==> src/rtl/encoder_8x3.sv <==
`default_nettype none
// ============================================================================
// Module      : encoder_8x3
// Description : Registered 8-to-3 one-hot encoder. Flags one-hot inputs as
//               valid, multi-hot inputs as errors, and keeps a saturating
//               8-bit count of error captures.
// Revision    : 1.0 - initial release
// ============================================================================
module encoder_8x3 (
  input  logic       clk,
  input  logic       rst,
  input  logic [7:0] in,
  output logic [2:0] out,
  output logic       valid,
  output logic       err,
  output logic [7:0] err_count
);

  localparam logic [7:0] C_CNT_MAX = 8'hFF;

  logic [3:0] w_pop;
  logic [2:0] w_idx;
  logic       w_onehot;
  logic       w_multi;
  logic       w_cnt_inc;

  logic [2:0] r_out;
  logic       r_valid;
  logic       r_err;
  logic [7:0] r_err_count;

  // Population count and OR-combined bit index; the index is only used when
  // exactly one bit is set, so no priority ordering is involved.
  always_comb begin
    w_pop = 4'd0;
    w_idx = 3'd0;
    for (int i = 0; i < 8; i++) begin
      w_pop = w_pop + {3'b000, in[i]};
      if (in[i]) begin
        w_idx = w_idx | 3'(i);
      end
    end
  end

  assign w_onehot  = (w_pop == 4'd1);
  assign w_multi   = (w_pop >  4'd1);
  assign w_cnt_inc = w_multi && (r_err_count != C_CNT_MAX);

  // Capture the encoded result every edge; zero and multi-hot inputs force out to 0.
  always_ff @(posedge clk or posedge rst) begin
    if (rst) begin
      r_out   <= 3'd0;
      r_valid <= 1'b0;
      r_err   <= 1'b0;
    end else begin
      r_out   <= w_onehot ? w_idx : 3'd0;
      r_valid <= w_onehot;
      r_err   <= w_multi;
    end
  end

  // Saturating error counter, advanced on the same edge that captures err.
  always_ff @(posedge clk or posedge rst) begin
    if (rst) begin
      r_err_count <= 8'd0;
    end else if (w_cnt_inc) begin
      r_err_count <= r_err_count + 8'd1;
    end
  end

  assign out       = r_out;
  assign valid     = r_valid;
  assign err       = r_err;
  assign err_count = r_err_count;

endmodule
`default_nettype wire

==> config.mk <==
export PLATFORM = sky130hd
export DESIGN_NAME = encoder_8x3
export DESIGN_NICKNAME = d
export VERILOG_FILES = /design/src/rtl/encoder_8x3.sv
export SDC_FILE = /design/constraint.sdc
export NUM_CORES = 1
export LEC_CHECK = 0
export BUFFER_PORTS_ARGS = -buffer_cell sky130_fd_sc_hd__buf_2
export CAP_MARGIN = 20
export CORE_MARGIN = 4
export CORE_UTILIZATION = 44
export DETAILED_ROUTE_END_ITERATION = 12
export PLACE_DENSITY_LB_ADDON = 0.1
export SYNTH_ARGS = -nofsm -noshare
export SYNTH_HDL_FRONTEND = slang
export SYNTH_SLANG_ARGS = --single-unit
==> constraint.sdc <==
create_clock -name clk -period 1.4 [get_ports clk]
set_input_delay 0.07 -clock clk [delete_from_list [all_inputs] [get_ports clk]]
set_output_delay 0.07 -clock clk [all_outputs]
set_load 0.03 [all_outputs]
==> metrics.txt, run 1 <==
largest cells by area after synthesis=dfrtp_1 43%, fa_1 11%, ha_1 6.6%; Worst Path Arrival=approximately 3.2 ns; PortBufs=22; Clock Skew=approximately 0.00030 ns; grt total ovfl=0; Post-synth EDFFs=0; via/cell ratio=5.13; vias post-DR=656; crit path to=err_count[7]; DR pass1 iterations=4; Die Width=around 50 um; maximum clock rate=between 300 and 400 MHz; clock sink count=13; Reg clk slew, reported paths=~0.08 ns; worst r2r path cells=4; Post-Route WL=~1.7 mm; post-synthesis sequential area ratio=0.432; status=finished with violations; worst reg2reg startpoint=err_count[6]; final setup fails=13; initial antenna violation count=0; Setup CP Type=in -> reg; synth unique cells=22; asr flop ratio synth=1.00; CTS Root Cell=clkbuf_4; min Tclk post-route=3.03 ns; Cell Rows=14; DRT antenna net count=0; Mapped Avg Cell Area=10.9 um2; Die Y=slightly below 50 um; first-pass GRT wire length=2.98 mm; CP required=1.56 ns; half-perimeter wire length after placement=1.27 mm; vias in the first global route=roughly 710; Slew headroom=0.681; IO Pins=23; H-tree depth=1; Clock Latency Late Sink=0.27 ns; CTS tree=yes; Synth top area share=0.432; RSZ-0062 raised after global routing=yes; gr usage total=0.160; final core occ=0.726; Critical Path Sink Type=register; Post-Synthesis Cells=69; share of cells above drive strength 1=0.500; DR WL/cell=around 13 um; largest net degree at the start of global routing=14; final worst slack=-1.63 ns; Yosys reg bits=13; non-filler instance count after layout=between 100 and 150; crit path from=in[0]; R2R Setup Slk=-0.04 ns; crit path launch type=input port; Ys Warns=0; Post-Synthesis Cell Area=753 um2; Placed Instances=121; Synth Flop Type=dfrtp_1; worst slew pin tran=~0.48 ns; Starting Density=0.483; Pwr per Cell Area=around 2200 nW/um2; # diodes=0; max-slew violation count=0; clock tree buffer depth=2; cts bufs inserted=3; Final Hold Vio Count=0; CP Max Fanout=7; core area=between 1500 and 2000 um2; worst hold margin=0.0420 ns; GP Congestion=approximately 0.76; Final Cycle Share=2.16; nets=between 100 and 150; Min-Delay Path Class=in -> reg; max-cap violation count=0; Die Area=2440 um2; dpl cell area=a little over 1000 um2; worst reg2reg path endpoint=err_count[1]; DRC viols=0; Starting DRT DRC Count=8; Max VDD drop=1.33 mV; Syn Nets=87; Lkg Pwr=0.000591 uW; failing checks=negative setup slack; Final Cell Area=1130 um2; largest area contributor in the netlist=dfrtp_1; Area Overhead vs Synth=50.3%
-- worst max-delay path, stage by stage --
cell,delay (ns)
buf_6,0.09
fa_1,0.52
inv_1,0.05
fa_1,0.45
fa_1,0.51
inv_2,0.04
ha_4,0.16
fa_1,0.51
nor3_2,0.05
a41o_4,0.29
nor3_4,0.14
mux2_4,0.31
-- cell usage in the layout, fill, tap and decap left out --
master / n
a21oi_1: 1
a21oi_2: 2
a31oi_1: 1
a41o_4: 1
a41oi_1: 1
and3_1: 2
and3_4: 1
and4bb_1: 1
buf_2: 20
buf_4: 13
buf_6: 5
clkbuf_1: 1
clkbuf_4: 3
dfrtp_1: 13
dlygate4sd3_1: 1
fa_1: 4
ha_1: 3
ha_4: 1
inv_1: 9
inv_2: 1
inv_6: 1
mux2_4: 2
nand2_1: 4
nand2_4: 1
nand3_1: 3
nand4_1: 1
nor2_1: 3
nor2_2: 1
nor2_4: 1
nor2b_1: 1
nor3_1: 1
nor3_2: 1
nor3_4: 1
nor4_1: 2
nor4_4: 1
xor2_1: 4
-- cell type report --
cell class,count,area [um2]
inverters,11,46.3
clock buffers,4,26.3
repair buffers,39,264
well taps,16,20.0
fillers,117,427
flip-flops and latches,13,325
multi-input cells,45,450
-- timing repair --
action	4_1_cts	5_1_grt
pin swaps	4	3
buffers inserted	1	1
setup endpoints to repair	13	13
endpoints found under the hold margin	13	0
gates resized for setup	13	4
hold buffers	1	0
-- cells in the mapped netlist (3+ instances only) --
master   number
nand2_1       5
ha_1          4
fa_1          4
a21oi_1       3
nand3_1       3
inv_1        10
dfrtp_1      13
nor2_1        4
and3_1        3
xor2_1        4
nor3_1        3
-- worst min-delay path by stage --
stage	depth (start not counted)	slack, ns	endpoint	from
2_1_floorplan	1	-0.05	err	rst
3_3_place_gp	2	0.11	valid	rst
3_5_place_dp	2	0.12	valid	rst
4_1_cts	3	0.04	out[1]	in[6]
5_1_grt	3	0.05	out[1]	in[6]
6_report	3	0.04	out[1]	in[6]
-- metrics by stage --
stage | power [uW] | worst slack [ns] | TNS (ns)
after CTS | 2510 | -1.65 | -19.92
after global placement | 2080 | -1.93 | -23.03
final | 2550 | -1.63 | -20.02
after detailed placement | 2120 | -1.98 | -23.65
after global routing | 2750 | -1.69 | -20.83
after floorplan | 1580 | -1.74 | -20.21
-- metal layers --
layer,global-route usage,vias up,routed length (um)
li1,-,323,-
met1,0.214,316,717
met2,0.250,15,866
met3,0.0306,2,81
met4,0.0737,0,11
met5,0,-,0
-- flip-flops by register name, summed over array words and instances (netlist names) --
signal	flops
err_count	8
err	1
out	3
valid	1
-- cell families after synthesis --
logic type	count (synthesis)	share of synthesized area
AND/OR/NAND/NOR	25	0.196
flip-flops	13	0.432
buffers and inverters	11	0.0548
adder cells (fa/ha/maj)	8	0.173
AO/OA/AOI/OAI	6	0.0681
XOR/XNOR	4	0.0465
multiplexers	2	0.0299
-- power breakdown --
group | internal (uW) | switching (uW) | leakage, uW
logic | 727 | 937 | 0.000417
clock network | 110 | 116 | 0.0000150
registers | 548 | 107 | 0.000158
(Power assumes the default switching activity.)
==> run 2: changes to the inputs <==
--- a/config.mk
+++ b/config.mk
@@ -11,6 +11,7 @@
 export CORE_UTILIZATION = 44
 export DETAILED_ROUTE_END_ITERATION = 12
 export PLACE_DENSITY_LB_ADDON = 0.1
+export REMOVE_ABC_BUFFERS = 1
 export SYNTH_ARGS = -nofsm -noshare
 export SYNTH_HDL_FRONTEND = slang
 export SYNTH_SLANG_ARGS = --single-unit
==> run 2 against run 1 <==
  * The run still ends with negative setup slack left
  * Cell area is 1.4% higher
  * Utilization is 1.0 points higher
  * Clock-buffer cell count is 1 lower
  * Die area stayed put
  * Fmax is 1.3% lower
  * Cell count is 2.3% higher
  * Total power is 2.6% lower
  * Critical endpoint unchanged
==> metrics.txt, run 2 (same netlist as run 1, synthesis figures left out) <==
P_sw=1150 uW (was 1160 uW); critical path's slowest cell=fa_1 (unchanged); vias post-DR=649 (was 656); DRT antenna net count=0 (unchanged); core area=1560 um2 (unchanged); # diodes=0 (unchanged); most common cell after layout, fill and taps aside=buf_2 (unchanged); fill count=118 (was 117); most frequent cells in the layout=20 x buf_2, 17 x buf_4, 13 x dfrtp_1, 10 x inv_1 (was 20 x buf_2, 13 x dfrtp_1, 13 x buf_4, 9 x inv_1, 5 x buf_6); largest net degree at the start of global routing=14 (unchanged); status=finished with violations (unchanged); CP required=1.57 ns (was 1.56 ns); most used cell, CP=fa_1 (unchanged); share of cells above drive strength 1=0.522 (was 0.500); Starting Density=0.483 (unchanged); max reg flops=8 (unchanged); crit-path cells=buf_6 -> fa_1 -> inv_1 -> fa_1 -> fa_1 -> inv_1 -> ha_2 -> fa_1 -> nor3_2 -> a41o_4 -> nor3_4 -> mux2_4 (was buf_6 -> fa_1 -> inv_1 -> fa_1 -> fa_1 -> inv_2 -> ha_4 -> fa_1 -> nor3_2 -> a41o_4 -> nor3_4 -> mux2_4); crit path launch type=input port (unchanged); Die Y=49.4 um (unchanged); max-slew violation count=0 (unchanged); worst slew pin tran=0.481 ns (was 0.478 ns); Cell Rows=14 (unchanged); Critical Path Sink Type=register (unchanged); crit path from=in[0] (unchanged); half-perimeter wire length after placement=1.25 mm (was 1.27 mm); GP Congestion=0.813 (was 0.762); Clock Skew=0.000965 ns (was 0.000300 ns); Seq pwr share=0.281 (was 0.257); Comb power frac=0.624 (was 0.654); cts bufs inserted=3 (unchanged); nets=134 (was 131); Worst Path Arrival=3.24 ns (was 3.19 ns); Min-Delay Path Class=in -> reg (unchanged); Lkg Pwr=0.000606 uW (was 0.000591 uW); Final Hold Vio Count=0 (unchanged); PnR Total Power=2480 uW (was 2550 uW); PortBufs=22 (unchanged); grt total ovfl=0 (unchanged); cell-internal power=1330 uW (was 1390 uW); initial antenna violation count=0 (unchanged); max-cap violation count=0 (unchanged); Setup CP Type=in -> reg (unchanged); worst slack, placed=-2.10 ns (was -1.98 ns); Die Area=2440 um2 (unchanged); R2R Setup Slk=-0.07 ns (was -0.04 ns); DR pass1 iterations=2 (was 4); Post-Route WL=1.67 mm (was 1.68 mm); clock tree buffer depth=2 (unchanged); Pwr per Cell Area=2160 nW/um2 (was 2250 nW/um2); clock sink count=13 (unchanged); DRC viols=0 (unchanged); H-tree depth=1 (unchanged); CP delay by family, top=adder cells (unchanged); CP Max Fanout=6 (was 7); DR WL/cell=12.7 um (was 13.1 um); min-delay src=in[5] (was in[6]); first-pass GRT wire length=2.75 mm (was 2.98 mm); Slew headroom=0.679 (was 0.681); final setup fails=13 (unchanged); Reg clk slew, reported paths=0.08 ns (about the same); IO Pins=23 (unchanged); Final Cycle Share=2.19 (was 2.16); Max VDD drop=1.53 mV (was 1.33 mV); switching share of power=0.463 (was 0.456); clock share of power=0.095 (was 0.089); Die Width=49.4 um (unchanged); Clock Latency Late Sink=0.28 ns (was 0.27 ns); largest stage delay on the critical path=0.53 ns (was 0.52 ns); via/cell ratio=4.95 (was 5.13); worst reg2reg startpoint=err_count[1] (was err_count[6]); final worst slack=-1.67 ns (was -1.63 ns); min Tclk post-route=3.07 ns (was 3.03 ns); Starting DRT DRC Count=12 (was 8); Area Overhead vs Synth=52.5% (was 50.3%); CTS tree=yes (unchanged); worst path bufs/invs=3 (unchanged); RSZ-0062 raised after global routing=yes (unchanged); failing checks=negative setup slack (unchanged); vias in the first global route=631 (was 711); gr usage total=0.150 (was 0.160); CTS Root Cell=clkbuf_4 (unchanged); maximum clock rate=326 MHz (was 330 MHz)
-- run 2: cell types whose count changed in the layout (fill, tap and decap cells not counted), sizes merged --
cell,previous run,this run
buf,38,41
clkinv,0,1
clkbuf,4,3
-- run 2: power groups by stage --
stage | registers [uW] | clock network [uW] | logic [uW]
2_1_floorplan | 1040 | 0 | 482
3_3_place_gp | 693 | 0 | 1290
3_5_place_dp | 696 | 0 | 1320
4_1_cts | 689 | 249 | 1430
5_1_grt | 729 | 268 | 1680
6_report | 696 | 236 | 1550
-- run 2: layout make-up --
class | instances | area, um2 | area share
clock buffer | 3 | 22.5 | 0.0196
clock inverter | 1 | 5.00 | 0.00436
inverter | 11 | 41.3 | 0.0359
multi-input combinational | 45 | 452 | 0.393
sequential | 13 | 325 | 0.283
tap | 16 | 20.0 | 0.0174
timing repair buffer | 42 | 283 | 0.246
-- run 2: metal layers --
metal | wire, um | track usage | part of all wire | vias up
met5 | 0 | 0 | 0 | -
met4 | 33 | 0.0691 | 0.020 | 0
met3 | 82 | 0.0459 | 0.049 | 4
met2 | 813 | 0.254 | 0.49 | 14
met1 | 741 | 0.173 | 0.44 | 302
li1 | - | - | - | 329
-- run 2: timing repair --
action	4_1_cts	5_1_grt
endpoints found under the setup margin	13	13
gates resized for setup	11	9
hold buffers	1	0
pin swaps	7	6
endpoints found under the hold margin	13	0
buffers inserted	1	1
-- run 2: worst min-delay path, delay by kind of cell --
family	cells	cell delay, ns
buffers and inverters	1	0.09
AND/OR/NAND/NOR	2	0.12
-- run 2: through the flow --
stage	std cells	area (um2)	TNS, ns	util	hold WS [ns]
final	131	1150	-20.84	0.737	0.0364
after global routing	131	1150	-21.90	0.737	0.0439
after CTS	130	1110	-20.31	0.710	0.0239
after detailed placement	124	1010	-24.72	0.648	0.124
after global placement	124	1010	-24.45	0.648	0.108
after floorplan	69	753	-21.11	-	-0.0530
-- run 2: final timing paths --
check                                to  depth (start not counted)
setup / recovery           err_count[7]                         12
hold / removal                   out[0]                          3
setup reg to reg           err_count[5]                          6
hold reg to reg            err_count[5]                          1
max in group asynchronous  err_count[2]                          3
min in group asynchronous           err                          3
==> run 3: changes to the inputs <==
==> constraint.sdc (replaced) <==
create_clock -name clk -period 1.4 [get_ports clk]
set_input_delay 0.14 -clock clk [delete_from_list [all_inputs] [get_ports clk]]
set_output_delay 0.14 -clock clk [all_outputs]
set_load 0.03 [all_outputs]
==> run 3 against run 2 <==
  * The flow still finishes with violations (negative setup slack)
  * Fmax down 3.1%
  * Total power up 1.0%
  * Global-route usage up 2.2 points
  * Combinational power about the same
  * Sequential power about the same
  * Critical path type unchanged
  * Critical endpoint unchanged
  * Largest power group unchanged
  * Highest routed layer unchanged
==> metrics.txt, run 3 (same netlist as run 1, synthesis figures left out) <==
min Tclk post-route=3.17 ns (was 3.07 ns); grt total ovfl=0 (unchanged); IO Pins=23 (unchanged); maximum clock rate=316 MHz (was 326 MHz); largest net degree at the start of global routing=14 (unchanged); met1 Usage GRT=0.188 (was 0.173); Die Area=2440 um2 (unchanged); worst reg2reg path endpoint=err_count[5] (unchanged); Setup CP Type=in -> reg (unchanged); DRT antenna net count=0 (unchanged); crit path launch type=input port (unchanged); fill count=113 (was 118); PnR Total Power=2510 uW (was 2480 uW); GR peak layer=met2 (unchanged); Cell Rows=14 (unchanged); CTS tree=yes (unchanged); Lkg Pwr=0.000601 uW (was 0.000606 uW); Starting DRT DRC Count=6 (was 12); failing checks=negative setup slack (unchanged); half-perimeter wire length after placement=1.33 mm (was 1.25 mm); Clock Skew=0.00162 ns (was 0.000965 ns); Final Cycle Share=2.26 (was 2.19); worst reg2reg startpoint=err_count[1] (unchanged); Slew headroom=0.651 (was 0.679); met3 usage=0.0612 (was 0.0459); Final Hold Vio Count=0 (unchanged); Area Overhead vs Synth=53.2% (was 52.5%); DR pass1 iterations=4 (was 2); share of cells above drive strength 1=0.535 (was 0.522); max-slew violation count=0 (unchanged); core area=1560 um2 (unchanged); most common cell after layout, fill and taps aside=buf_2 (unchanged); vias in the first global route=702 (was 631); clock sink count=13 (unchanged); Die Width=49.4 um (unchanged); worst slew pin tran=0.523 ns (was 0.481 ns); Pwr per Cell Area=2170 nW/um2 (was 2160 nW/um2); Worst Path Arrival=3.34 ns (was 3.24 ns); clock tree buffer depth=2 (unchanged); Post-Route WL=1.82 mm (was 1.67 mm); H-tree depth=1 (unchanged); initial antenna violation count=0 (unchanged); RSZ-0062 raised after global routing=yes (unchanged); Final Cell Area=1150 um2 (about the same); Min-Delay Path Class=in -> reg (unchanged); R2R Setup Slk=-0.05 ns (was -0.07 ns); Die Y=49.4 um (unchanged); vias post-DR=680 (was 649); Clock Latency Late Sink=0.29 ns (was 0.28 ns); Critical Path Sink Type=register (unchanged); max-cap violation count=0 (unchanged); nets=133 (was 134); Starting Density=0.483 (unchanged); CTS Root Cell=clkbuf_4 (unchanged); Min-Delay Endpoint=out[1] (was out[0]); DR WL/cell=14.0 um (was 12.7 um); CP required=1.57 ns (about the same); cts bufs inserted=3 (unchanged); hold depth=3 (unchanged); final setup fails=13 (unchanged); most frequent cells in the layout=21 x buf_2, 17 x buf_4, 13 x dfrtp_1, 10 x inv_1 (was 20 x buf_2, 17 x buf_4, 13 x dfrtp_1, 10 x inv_1); PortBufs=22 (unchanged); DRC viols=0 (unchanged); worst r2r path cells=6 (unchanged); Max VDD drop=1.26 mV (was 1.53 mV); Reg clk slew, reported paths=0.08 ns (about the same); gr usage total=0.172 (was 0.150); first-pass GRT wire length=3.04 mm (was 2.75 mm); status=finished with violations (unchanged); met2 usage=0.275 (was 0.254); final worst slack=-1.77 ns (was -1.67 ns); max reg flops=8 (unchanged); dpl cell area=1010 um2 (unchanged); # diodes=0 (unchanged); CP Max Fanout=6 (unchanged); min-delay src=in[6] (was in[5]); via/cell ratio=5.23 (was 4.95); GP Congestion=0.809 (was 0.813)
## run 3: metal layers
metal / up-vias / wire length [um]
met4: 0 / 68
met3: 9 / 117
met1: 321 / 695
li1: 328 / -
met5: - / 0
met2: 22 / 935
## run 3: how the worst max path moves through the flow
stage,from,endpoint,slack [ns],depth (start not counted)
floorplan,in[0],err_count[7],-1.95,11
global placement,in[0],err_count[7],-2.14,12
detailed placement,in[0],err_count[7],-2.22,12
CTS,in[3],err_count[7],-1.85,12
global route,in[3],err_count[7],-1.87,12
finish,in[3],err_count[7],-1.77,12
## run 3: area by class of cell
type	count	area, um2	share of cell area
timing repair buffer	41	269	0.233
inverter	11	43.8	0.0380
clock buffer	4	26.3	0.0228
multi-input combinational	45	469	0.407
tap	16	20.0	0.0174
sequential	13	325	0.282
## run 3: stage by stage
step	cells	setup WS (ns)	hold slack [ns]	TNS (ns)	utilization
finish	130	-1.77	0.0965	-21.83	0.740
global route	130	-1.87	0.114	-23.19	0.740
CTS	129	-1.85	0.105	-22.63	0.707
detailed placement	124	-2.22	0.194	-26.21	0.648
global placement	124	-2.14	0.177	-25.36	0.648
floorplan	69	-1.95	0.0170	-22.02	-
## run 3: worst max-delay path, stage by stage
cell	delay, ns
buf_8	0.10
fa_1	0.55
inv_1	0.05
fa_1	0.45
fa_1	0.50
inv_1	0.05
ha_2	0.17
fa_1	0.52
nor3_2	0.06
a41o_4	0.28
nor3_4	0.13
mux2_4	0.32
## run 3: what timing repair did
action / in CTS / in global routing
pin swaps: 12 / 7
hold endpoints to repair: 13 / 0
hold buffers: 1 / 0
endpoints found under the setup margin: 13 / 13
buffers inserted: 0 / 1
gates resized for setup: 13 / 10
## run 3: report_power, final
part	internal [uW]	switching (uW)	total (uW)
clock	111	130	241
combinational	669	902	1570
sequential	548	147	695
total	1330	1180	2510
